[src/rtl/alu_mc.sv]
// Handshaked multi-cycle ALU: single-cycle add/sub/shift/logic ops plus an iterative shift-add multiply.
// Define ALU_DIV_EN to turn op 6 into an N-cycle restoring unsigned divide instead of bitwise AND.
module alu_mc #(
    parameter int N     = 16,
    parameter int SHIFT = 8,
    parameter int Z_W   = 16
) (
    input  logic           clk,
    input  logic           rst,
    input  logic           in_valid,
    output logic           in_ready,
    input  logic [N-1:0]   in1,
    input  logic [N-1:0]   in2,
    input  logic [2:0]     alu_op,
    output logic           out_valid,
    input  logic           out_ready,
    output logic [N-1:0]   alu_out,
    output logic [Z_W-1:0] z,
    output logic           busy,
    output logic [1:0]     state_o
);
    // Handshake: a beat moves on a port exactly in a cycle where its valid and ready are both high
    // at the rising edge; valid never depends on ready, and in_ready is combinational from slot state.
    typedef enum logic [1:0] {S_IDLE = 2'd0, S_MUL = 2'd1, S_DIV = 2'd2} state_t;

    localparam int CW = (N > 1) ? $clog2(N) : 1;
    localparam logic [CW-1:0] LAST = CW'(N - 1);

    state_t        state_q, state_d;
    logic [CW-1:0] cnt_q, cnt_d;
    logic [N-1:0]  acc_q, acc_d;
    logic [N-1:0]  mcand_q, mcand_d;
    logic [N-1:0]  mplier_q, mplier_d;
    logic          out_valid_q, out_valid_d;
    logic [N-1:0]  alu_out_q, alu_out_d;
    logic          z_q, z_d;

    logic          fire, start_mul, start_div, single, done, load;
    logic [N-1:0]  single_res, mc_res, load_val, mul_sum;

    assign in_ready  = !rst && (state_q == S_IDLE) && (!out_valid_q || out_ready);
    assign fire      = in_valid && in_ready;
    assign start_mul = fire && (alu_op == 3'd3);
`ifdef ALU_DIV_EN
    assign start_div = fire && (alu_op == 3'd6);
`else
    assign start_div = 1'b0;
`endif
    assign single    = fire && !start_mul && !start_div;

    always_ff @(posedge clk) begin
        if (rst) state_q <= S_IDLE;
        else     state_q <= state_d;
    end

    always_comb begin
        state_d = state_q;
        case (state_q)
            S_IDLE: begin
                if (start_mul)      state_d = S_MUL;
                else if (start_div) state_d = S_DIV;
            end
            S_MUL, S_DIV: if (cnt_q == LAST) state_d = S_IDLE;
            default: state_d = S_IDLE;
        endcase
    end

    always_comb begin
        busy    = (state_q == S_MUL) || (state_q == S_DIV);
        done    = busy && (cnt_q == LAST);
        state_o = state_q;
    end

    always_comb begin
        single_res = '0;
        case (alu_op)
            3'd0: single_res = in1;
            3'd1: single_res = in1 + in2;
            3'd2: single_res = in1 - in2;
            3'd4: single_res = in1 << SHIFT;
            3'd5: single_res = in1 >> SHIFT;
            3'd6: single_res = in1 & in2;
            3'd7: single_res = in1 | in2;
            default: single_res = '0;
        endcase
    end

    assign mul_sum = acc_q + (mplier_q[0] ? mcand_q : '0);

`ifdef ALU_DIV_EN
    // Divide reuses acc as remainder, mcand as divisor, mplier as dividend/quotient shift register.
    logic [N:0]   rem_shift, trial;
    logic         q_bit;
    logic [N-1:0] quo_next;
    assign rem_shift = {acc_q, mplier_q[N-1]};
    assign q_bit     = rem_shift >= {1'b0, mcand_q};
    assign trial     = rem_shift - {1'b0, mcand_q};
    assign quo_next  = {mplier_q[N-2:0], q_bit};
    assign mc_res    = (state_q == S_DIV) ? quo_next : mul_sum;
`else
    assign mc_res    = mul_sum;
`endif

    always_comb begin
        cnt_d    = cnt_q;
        acc_d    = acc_q;
        mcand_d  = mcand_q;
        mplier_d = mplier_q;
        if (start_mul) begin
            cnt_d    = '0;
            acc_d    = '0;
            mcand_d  = in1;
            mplier_d = in2;
        end else if (start_div) begin
            cnt_d    = '0;
            acc_d    = '0;
            mcand_d  = in2;
            mplier_d = in1;
        end else if (state_q == S_MUL) begin
            cnt_d    = done ? '0 : cnt_q + CW'(1);
            acc_d    = mul_sum;
            mcand_d  = mcand_q << 1;
            mplier_d = mplier_q >> 1;
        end
`ifdef ALU_DIV_EN
        else if (state_q == S_DIV) begin
            cnt_d    = done ? '0 : cnt_q + CW'(1);
            acc_d    = q_bit ? trial[N-1:0] : rem_shift[N-1:0];
            mplier_d = quo_next;
        end
`endif
    end

    // Output slot: a load beats a simultaneous drain so back-to-back results never drop valid.
    assign load     = single || done;
    assign load_val = done ? mc_res : single_res;

    always_comb begin
        out_valid_d = out_valid_q;
        alu_out_d   = alu_out_q;
        z_d         = z_q;
        if (load) begin
            out_valid_d = 1'b1;
            alu_out_d   = load_val;
            z_d         = (load_val == '0);
        end else if (out_valid_q && out_ready) begin
            out_valid_d = 1'b0;
        end
    end

    always_ff @(posedge clk) begin
        if (rst) begin
            cnt_q       <= '0;
            acc_q       <= '0;
            mcand_q     <= '0;
            mplier_q    <= '0;
            out_valid_q <= 1'b0;
            alu_out_q   <= '0;
            z_q         <= 1'b1;
        end else begin
            cnt_q       <= cnt_d;
            acc_q       <= acc_d;
            mcand_q     <= mcand_d;
            mplier_q    <= mplier_d;
            out_valid_q <= out_valid_d;
            alu_out_q   <= alu_out_d;
            z_q         <= z_d;
        end
    end

    assign out_valid = out_valid_q;
    assign alu_out   = alu_out_q;
    assign z         = Z_W'(z_q);
endmodule

[config.mk]
export PLATFORM = sky130hd
export DESIGN_NAME = alu_mc
export DESIGN_NICKNAME = d
export VERILOG_FILES = /design/src/rtl/alu_mc.sv
export SDC_FILE = /design/constraint.sdc
export NUM_CORES = 1
export LEC_CHECK = 0
export CORE_MARGIN = 1
export CORE_UTILIZATION = 40
export CTS_CLUSTER_DIAMETER = 40
export CTS_CLUSTER_SIZE = 8
export DETAILED_ROUTE_END_ITERATION = 8
export GPL_ROUTABILITY_DRIVEN = 0
export GPL_TIMING_DRIVEN = 0
export PLACE_DENSITY = 0.61
export RECOVER_POWER = 25
export SLEW_MARGIN = 20
export SYNTH_ARGS = -nofsm -noshare
export SYNTH_HDL_FRONTEND = slang
export SYNTH_SLANG_ARGS = --single-unit
[constraint.sdc]
create_clock -name clk -period 3.4 [get_ports clk]
set_input_delay 0.34 -clock clk [delete_from_list [all_inputs] [get_ports clk]]
set_output_delay 0.34 -clock clk [all_outputs]
set_load 0.005 [all_outputs]
==> results.json <==
{
  "outcome": "completed",
  "r2r-end": "z_q$_SDFFE_PP1P_",
  "crit_buf_inv": 3,
  "cpLargestDelayFamily": "compound AO/OA/AOI/OAI gates",
  "area_growth_pct": 26.0,
  "core.rowCount": 42,
  "maxCapViolCount": 0,
  "multi_input_area_um2": 4130,
  "fin_area_um2": 7070,
  "pwr-share-clk_pct": 39.5,
  "antenna_found_initial": 0,
  "clock_sink_count": 71,
  "crit_path_end_kind": "flip-flop",
  "ys.warnings.count": 0,
  "grt_remaining_overflow": 0,
  "cts_tree": "yes",
  "syn_area_um2": 5610,
  "cts_htree_levels": 3,
  "path_cells": "clkbuf_4 -> clkbuf_8 -> and2_1 -> clkbuf_4 -> a21oi_2 -> xnor2_1 -> ha_2 -> or2_2 -> o311a_4 -> o311a_1 -> or3b_1 -> a21oi_2 -> o22a_1 -> nor4_2 -> a31o_1",
  "place_area_um2": 6440,
  "synth_top_area_cell": "dfxtp_1",
  "portBuffers": 54,
  "synthTopCellsByArea": "dfxtp_1 25%, ha_1 7.6%, nor2_1 6.9%, mux2i_1 4.8%, a211oi_1 4.4%",
  "antenna_cells": 0,
  "synth_ff_type": "dfxtp_1",
  "clock_latency_ns": 0.35,
  "fin_util_pct": 52.6,
  "slowest_stage": "o311a_4",
  "ys_ff_latch": 71,
  "die_x_um": 120,
  "path_class": "in -> reg",
  "final_common_cell": "nor2_1",
  "total_leakage_power_uw": 0.00284,
  "switching_share_pct": 30.0,
  "synth-edff-count": 0,
  "timing.setup.tns_ns": 0,
  "cp_data_arrival_time_ns": 3.56,
  "peakVddDrop_uv": 456,
  "synth_cell_type_count": 68,
  "path_clk_slew_ns": 0.06,
  "hold_buffers": 0,
  "drc": 0,
  "fin_crit_ns": 3.31,
  "finalSetupViolations": 0,
  "final-seq-area_um2": 1430,
  "r2r_slack_ns": 0.13,
  "max_stage_delay_ns": 0.40,
  "drtPass1Iterations": 5,
  "worst_hold_slack_ns": 0.338,
  "vias_per_cell": 5.82,
  "initial_core_util_pct": 41.7,
  "post_drt_wl_per_cell_um": 19.2,
  "die_area_um2": 14500,
  "grt_pass1_vias": 5361,
  "synth-seq-area-share_pct": 25.3,
  "crit_path_start_kind": "input port",
  "worst_pin_slew_ns": 1.00,
  "cts_inserted_buffers": 9,
  "ant_nets": 0,
  "io_pins": 76,
  "dieHeight_um": 120,
  "nNetsFinal": 875,
  "hp-class": "in -> reg",
  "cts_buffer_depth": 2,
  "hold_viol": 0,
  "critPathRequiredTime_ns": 3.64,
  "syn-instance-count": 708,
  "slew_violations": 0,
  "final.setup_skew_ns": 0.00788,
  "cts_root_buf": "clkbuf_16",
  "hold_depth": 3,
  "grt_max_degree": 12,
  "synth_top_area_share_pct": 25.3,
  "core_region_area_um2": 13500,
  "cp-startpoint": "alu_op[1]",
  "max_freq_mhz": 302,
  "postSynth.asyncResetShare_pct": 0,
  "rr_worst_depth": 14,
  "n_fill_cell": 1332,
  "p_comb_share_pct": 26.1,
  "hold_path_startpoint": "in2[1]",
  "min_to": "mplier_q[1]$_SDFFE_PP0P_",
  "grt_usage_pct": 25.7,
  "hpwl_mm": 14.6,
  "drive_gt1_share_pct": 13.9,
  "p_int_uw": 1760,
  "synth_area_per_cell_um2": 7.92,
  "finalWirelength_mm": 18.8,
  "rr_startpoint": "mplier_q[0]$_SDFFE_PP0P_",
  "period_share_pct": 97.4,
  "final_cell_mix": "99 x nor2_1, 70 x dfxtp_1, 47 x nand2_1, 42 x a21oi_1, 32 x ha_1",
  "p_sw_uw": 757,
  "dr_total_vias": 5706,
  "drtIter0Drc": 420,
  "grt_pass1_wl_mm": 28.4,
  "cp_max_fo": 10,
  "seqPwrFrac_pct": 34.4,
  "slew_headroom_pct": 32.4,
  "cellPowerDensity_nw_per_um2": 357
}
## worst max path at each step
| stage | endpoint | cells after the start |
|---|---|---|
| floorplan | z_q$_SDFFE_PP1P_ | 16 |
| detailed placement | z_q$_SDFFE_PP1P_ | 16 |
| CTS | z_q$_SDFFE_PP1P_ | 16 |
| global route | alu_out[15]$_SDFFE_PP0P_ | 16 |
| finish | z_q$_SDFFE_PP1P_ | 15 |
| global placement | alu_out[13]$_SDFFE_PP0P_ | 17 |
## routing by layer
metal	GRT usage [%]	share of wire, %	vias up
li1	-	-	2736
met1	34.2	46	2691
met2	41.4	45	233
met3	4.86	6.8	46
met4	8.64	2.6	0
met5	0	0	-
## stage by stage
| stage | power [uW] | setup slack (ns) | cells |
|---|---|---|---|
| floorplan | 1260 | 0.00422 | 723 |
| global placement | 1460 | -0.683 | 953 |
| detailed placement | 1470 | -0.698 | 953 |
| CTS | 2470 | -0.00447 | 971 |
| global route | 2620 | -0.0309 | 981 |
| finish | 2520 | 0.0870 | 981 |
## what timing repair did
item	4_1_cts	5_1_grt
pin swaps	3	19
resized for setup	36	43
buffers inserted	2	10
endpoints found under the setup margin	6	10
## flip-flops by register name, summed over array words and instances, names as in the netlist
signal / count
acc_q: 16
alu_out: 16
mcand_q: 16
mplier_q: 16
cnt_q: 4
out_valid: 1
state_o: 1
z_q: 1
## power by group through the flow
| stage | logic (uW) | registers (uW) | clock network, uW |
|---|---|---|---|
| after floorplan | 373 | 884 | 0 |
| after global placement | 574 | 884 | 0 |
| after detailed placement | 584 | 886 | 0 |
| after CTS | 598 | 868 | 1010 |
| after global routing | 702 | 869 | 1040 |
| final | 659 | 867 | 996 |
## cell families after synthesis
| logic type | Yosys count | share of synthesized area [%] |
|---|---|---|
| flops | 71 | 25.3 |
| fa+ha+maj | 51 | 11.0 |
| compound gates | 187 | 23.3 |
| simple gates | 249 | 21.2 |
| xor+xnor | 40 | 6.24 |
| buf+inv | 72 | 6.09 |
| mux | 37 | 6.82 |
| other cells | 1 | 0.0668 |
## cell usage after synthesis, types with 10 or more instances
cell / instances
nor2_1: 103
dfxtp_1: 71
nand2_1: 47
a21oi_1: 46
clkbuf_1: 35
ha_1: 34
a211oi_1: 33
mux2i_1: 27
xnor2_1: 25
o21ai_0: 24
a221oi_1: 20
and3_1: 19
buf_4: 18
and2_1: 17
maj3_1: 15
xor2_1: 15
nor3_1: 12
inv_1: 11
nand2b_1: 11
a22oi_1: 10
mux2_2: 10
## final cells by class
| type | count | area share, % |
|---|---|---|
| plain buffers | 60 | 4.62 |
| clock buffers | 13 | 3.82 |
| clock inverters | 3 | 0.566 |
| inverters | 12 | 0.637 |
| multi-input cells | 580 | 58.3 |
| flip-flops and latches | 71 | 20.2 |
| well taps | 176 | 3.11 |
| repair buffers | 66 | 8.76 |
## worst register-to-register path, stage by stage, from the launching register on
cell      delay (ns)
dfxtp_4         0.36
clkbuf_8        0.15
and2_4          0.14
ha_4            0.16
inv_2           0.06
fa_2            0.21
nand2b_4        0.15
a211oi_4        0.07
or4b_4          0.49
and2_4          0.17
a311oi_4        0.32
xnor2_2         0.15
o22a_1          0.26
nor4_2          0.35
a31o_1          0.18
Note: power is estimated with default switching activity, not from simulation.
==> patch 1 (same settings) <==
Add a define of `ALU_DIV_EN`.
--- a/src/rtl/alu_mc.sv
+++ b/src/rtl/alu_mc.sv
@@ -1,5 +1,7 @@
 // Handshaked multi-cycle ALU: single-cycle add/sub/shift/logic ops plus an iterative shift-add multiply.
 // Define ALU_DIV_EN to turn op 6 into an N-cycle restoring unsigned divide instead of bitwise AND.
+`define ALU_DIV_EN
+
 module alu_mc #(
     parameter int N     = 16,
     parameter int SHIFT = 8,
Check against the original RTL: not equivalent (Yosys sat finds a counterexample within 4 cycles, from zero or initial values and one cycle with rst high).
==> patch 1 against the unedited design <==
Worst hold slack got worse by 0.013 ns; routed wire length increased by 43%; combinational power rose by 96%; cell area increased by 28%; total power grew 34%; synthesized cell count is 45% higher; worst setup slack got worse by 0.030 ns; sequential cell count increased by 1; synthesized area up 34%; critical path type unchanged; critical endpoint unchanged.
==> patch 1: results <==
metrics = {
    "global_route": {
        "grt_pass1_vias": 7578,
        "grtUsageMet3": 0.0435,
        "met2_usage": 0.460,
        "antenna_found_initial": 0,
        "grt_use_total": 0.280,
        "grt_max_degree": 14,
        "grt_pass1_wl_mm": 42.2,
        "grtUsageMet1": 0.354,
    },
    "logic_synthesis": {
        "synth_cell_types": 78,
        "ys_seq_area_frac": 0.192,
        "async_flop_share": 0,
        "synth_area_leaders": "dfxtp_1 (19%), ha_1 (8.8%), nand2_1 (6.8%)",
        "yosys_warnings": 0,
        "synth_commonest_cells": "nand2_1 (136), nor2_1 (85), a21oi_1 (78), dfxtp_1 (72), ha_1 (53)",
        "synth_ff_type": "dfxtp_1",
        "avgSynthCellArea_um2": 7.32,
    },
    "pwr": {
        "p_leak_uw": 0.00349,
        "ir_drop_v": 0.000236,
    },
    "detailed_routing": {
        "wl_per_cell_um": 19.9,
        "drtPass1Iterations": 5,
        "met1_length_mm": 11.7,
        "via_per_inst": 5.93,
        "route.met2.wl_mm": 12.3,
        "wl_met3_mm": 1.56,
        "top_layer_used": "met4",
        "drt_iter0_markers": 712,
    },
    "clocking": {
        "cts_root_buffer": "clkbuf_16",
        "clk_pin_slew_ns": 0.06,
        "cts_buffer_depth": 2,
        "clk_latency_ns": 0.35,
        "cts_buffers": 9,
    },
    "timing": {
        "hold-worst-slack_ns": 0.325,
        "worst_slew_pin_slew_ns": 0.866,
        "hold_viol_final": 0,
        "fin_skew_ns": 0.00707,
    },
    "layout": {
        "drive_gt1_frac": 0.117,
        "final_nets": 1216,
        "fin_cells": 1355,
    },
    "worst_setup_path": {
        "max_stage_delay_ns": 0.53,
        "cp_slowest_cell": "or4_1",
        "worstPathArrival_ns": 3.64,
        "crit_family": "simple AND/OR/NAND/NOR gates",
        "cp_max_fo": 7,
        "ff2ff_setup_slack_ns": 0.14,
    },
    "min_path": {
        "holdCritPathClass": "input pin to flip-flop",
    },
    "placed_design": {
        "dp_hpwl_mm": 21.1,
        "dp_cells": 1325,
        "portBuffers": 54,
        "placed_cell_area_um2": 8410,
    },
    "outcome": {
        "status": "completed",
    },
}
==> patch 1: cell type report <==
cell class,instances,area (um2)
repair buffers,71,642
inverters,45,174
clock inverters,6,115
flip-flops and latches,72,1440
fillers,1824,9130
plain buffers,80,460
well taps,229,287
multi-input cells,842,5720
clock buffers,10,239
==> patch 1: per-stage QoR <==
step / utilization / total power, uW / TNS [ns] / setup WS [ns]
4_1_cts: 0.488 / 3300 / 0 / 0.00251
3_3_place_gp: 0.462 / 2120 / -9.33 / -1.13
2_1_floorplan: - / 1760 / 0 / 0.0117
3_5_place_dp: 0.462 / 2120 / -9.31 / -1.13
5_1_grt: 0.499 / 3520 / -0.210 / -0.138
6_report: 0.499 / 3370 / 0 / 0.0566
==> patch 1: path summary, 6_finish.rpt <==
| path | from | end | cells past startpoint |
|---|---|---|---|
| worst max-delay path | in2[3] | z_q | 16 |
| worst min-delay path | in2[1] | mplier_q[1] | 3 |
| worst max register to register | mplier_q[0] | z_q | 14 |
| worst min register to register | alu_out[12] | alu_out[12] | 2 |
==> patch 1: timing repair <==
| item | CTS | global route |
|---|---|---|
| endpoints found under the setup margin | 10 | 11 |
| gates resized for setup | 49 | 46 |
| pin swaps | 8 | 18 |
| hold buffers | 0 | 0 |
| buffers inserted | 4 | 13 |
| endpoints found under the hold margin | 0 | 0 |
==> patch 1: kinds of logic (layout without fill, tap and decap cells) <==
family	count (synthesis)	in the layout	synth area share
mux	35	35	0.0489
xor+xnor	47	47	0.0547
buf+inv	128	212	0.0806
fa+ha+maj	71	71	0.116
simple gates	358	358	0.224
flops	72	72	0.192
compound gates	316	316	0.284
other cells	1	15	0.000498
==> patch 1: power breakdown <==
group	internal [uW]	leakage, uW	switching [uW]
registers	887	0.000585	41.7
clock network	741	0.000169	413
logic	544	0.00274	743
total	2170	0.00349	1200
==> patch 2 (config.mk and constraints unchanged) <==
Made on the original files. Make the reset (`rst`) asynchronous in 2 clocked blocks.
--- a/src/rtl/alu_mc.sv
+++ b/src/rtl/alu_mc.sv
@@ -48,7 +48,7 @@
 `endif
     assign single    = fire && !start_mul && !start_div;
 
-    always_ff @(posedge clk) begin
+    always_ff @(posedge clk or posedge rst) begin
         if (rst) state_q <= S_IDLE;
         else     state_q <= state_d;
     end
@@ -148,7 +148,7 @@
         end
     end
 
-    always_ff @(posedge clk) begin
+    always_ff @(posedge clk or posedge rst) begin
         if (rst) begin
             cnt_q       <= '0;
             acc_q       <= '0;
Formal check against the unedited RTL: differs if rst is asserted again (counterexample within 4 cycles, from zero or initial values and one cycle with rst high); with rst held inactive, the same outputs for 10 cycles.
==> patch 2 against the unedited design <==
Cell area rose by 7.1%; routed wire length fell by 1.3%; worst setup slack got worse by 0.035 ns; synthesized area rose by 1.4%; critical path type unchanged; sequential cell count did not move; via count rose by 0.61%; clock skew fell by 0.00074 ns.
Power is not compared: it rests on default switching activity, and its combinational part moved more than twofold at a synthesized area within 25%.
==> patch 2: results <==
metrics = {
    "worst_setup_path": {
        "cp_slowest_cell": "o41ai_4",
        "critPathLaunch": "in2[1]",
        "reg2reg_depth": 18,
        "critPathLaunchType": "input pin",
        "path_class": "input pin to flip-flop",
        "ff2ff_setup_slack_ns": 0.13,
        "regToRegEndpoint": "alu_out[12]",
        "max_stage_delay_ns": 0.35,
        "worstPathArrival_ns": 3.59,
        "reg2reg_from": "mplier_q[0]",
        "cp_max_fo": 5,
        "crit_family": "buffers and inverters",
    },
    "global_route": {
        "grt_pass1_vias": 5204,
        "grt_pass1_wl_mm": 28.2,
        "grt_max_degree": 44,
        "antenna_found_initial": 0,
        "grt_use_total": 0.254,
    },
    "pwr": {
        "p_leak_uw": 0.00344,
        "ir_drop_v": 0.000281,
        "powerDensity_nw_per_um2": 598,
    },
    "detailed_routing": {
        "via_per_inst": 5.75,
        "drtPass1Iterations": 5,
        "drt_iter0_markers": 523,
        "wl_per_cell_um": 18.6,
    },
    "logic_synthesis": {
        "synth_edf_count": 0,
        "synth_cell_types": 65,
        "synth_commonest_cells": "nand2_1 (127), dfrtp_1 (70), nor2_1 (45), a21oi_1 (39), a22oi_1 (38)",
        "yosys_warnings": 0,
        "synth_area_leaders": "dfrtp_1 (31%), nand2_1 (8.4%), ha_1 (7.5%)",
        "ys_seq_area_frac": 0.312,
        "synth_ff_type": "dfrtp_1",
        "async_flop_share": 1.00,
    },
    "layout": {
        "drive_gt1_frac": 0.221,
        "fill_cells": 1276,
        "final_nets": 889,
        "n_antenna_cell": 0,
    },
    "clocking": {
        "cts_buffer_depth": 2,
        "cts_root_buffer": "clkbuf_16",
        "clk_latency_ns": 0.35,
        "clk_pin_slew_ns": 0.06,
        "h-tree-depth": 3,
        "cts_buffers": 9,
    },
    "placed_design": {
        "dp_hpwl_mm": 13.8,
        "portBuffers": 57,
        "placed_cell_area_um2": 6610,
        "pre_cts_slack_ns": -1.02,
    },
    "min_path": {
        "holdCritPathClass": "input pin to flip-flop",
        "hold_path_startpoint": "in2[4]",
    },
    "job": {
        "drv_cap": 0,
    },
    "timing": {
        "slew_headroom": 0.168,
        "fin_skew_ns": 0.00714,
        "fin_ws_ns": 0.0523,
    },
    "outcome": {
        "status": "completed",
    },
}
-- patch 2: area by class of cell --
cell class                 count  area share
multi-input combinational    565       0.525
sequential                    71       0.235
inverter                      16     0.00809
clock inverter                 6      0.0121
buffer                        50      0.0441
clock buffer                  10      0.0315
tap                          180      0.0297
timing repair buffer         101       0.114
-- patch 2: how the worst min path moves through the flow --
| stage | endpoint | slack (ns) | cells past startpoint |
|---|---|---|---|
| global route | mplier_q[4] | 0.33 | 3 |
| floorplan | mplier_q[15] | 0.45 | 2 |
| detailed placement | alu_out[15] | 0.46 | 2 |
| global placement | alu_out[11] | 0.46 | 2 |
| finish | mplier_q[4] | 0.33 | 3 |
| CTS | mplier_q[2] | 0.34 | 3 |
-- patch 2: what timing repair did --
action,4_1_cts,5_1_grt
gates cloned,0,0
pin swaps,25,31
gates resized for setup,61,67
setup buffers,28,16
setup endpoints to repair,6,3
-- patch 2: kinds of logic after synthesis --
| group | share of synthesized area |
|---|---|
| and+or+nand+nor | 0.190 |
| xor gates and xnor gates | 0.0662 |
| buffers and inverters | 0.0620 |
| adders and majority gates | 0.107 |
| muxes | 0.0308 |
| AOI/OAI and AO/OA | 0.231 |
| DFF | 0.312 |
| other | 0.000659 |
-- patch 2: tightest hold or removal path, delay by kind of cell --
kind	cells	cell delay [ns]
AO/OA/AOI/OAI	1	0.08
buffers and inverters	1	0.15
AND/OR/NAND/NOR	1	0.06
-- patch 2: through the flow --
step	hold WS, ns	std cells	power [uW]
after global placement	0.458	939	3210
after floorplan	0.445	702	2530
after global routing	0.332	999	4820
after CTS	0.338	983	4420
after detailed placement	0.463	940	3270
final	0.326	999	4530
-- patch 2: metal layers --
metal,GRT usage,part of all wire,vias to the layer above
met5,0,0,-
met1,0.350,0.45,2807
met2,0.395,0.47,194
li1,-,-,2708
met4,0.110,0.027,0
met3,0.0371,0.053,32
-- patch 2: power breakdown --
part | total, uW | internal, uW | switching [uW]
sequential | 1400 | 1180 | 225
clock | 1060 | 667 | 392
combinational | 2070 | 933 | 1130
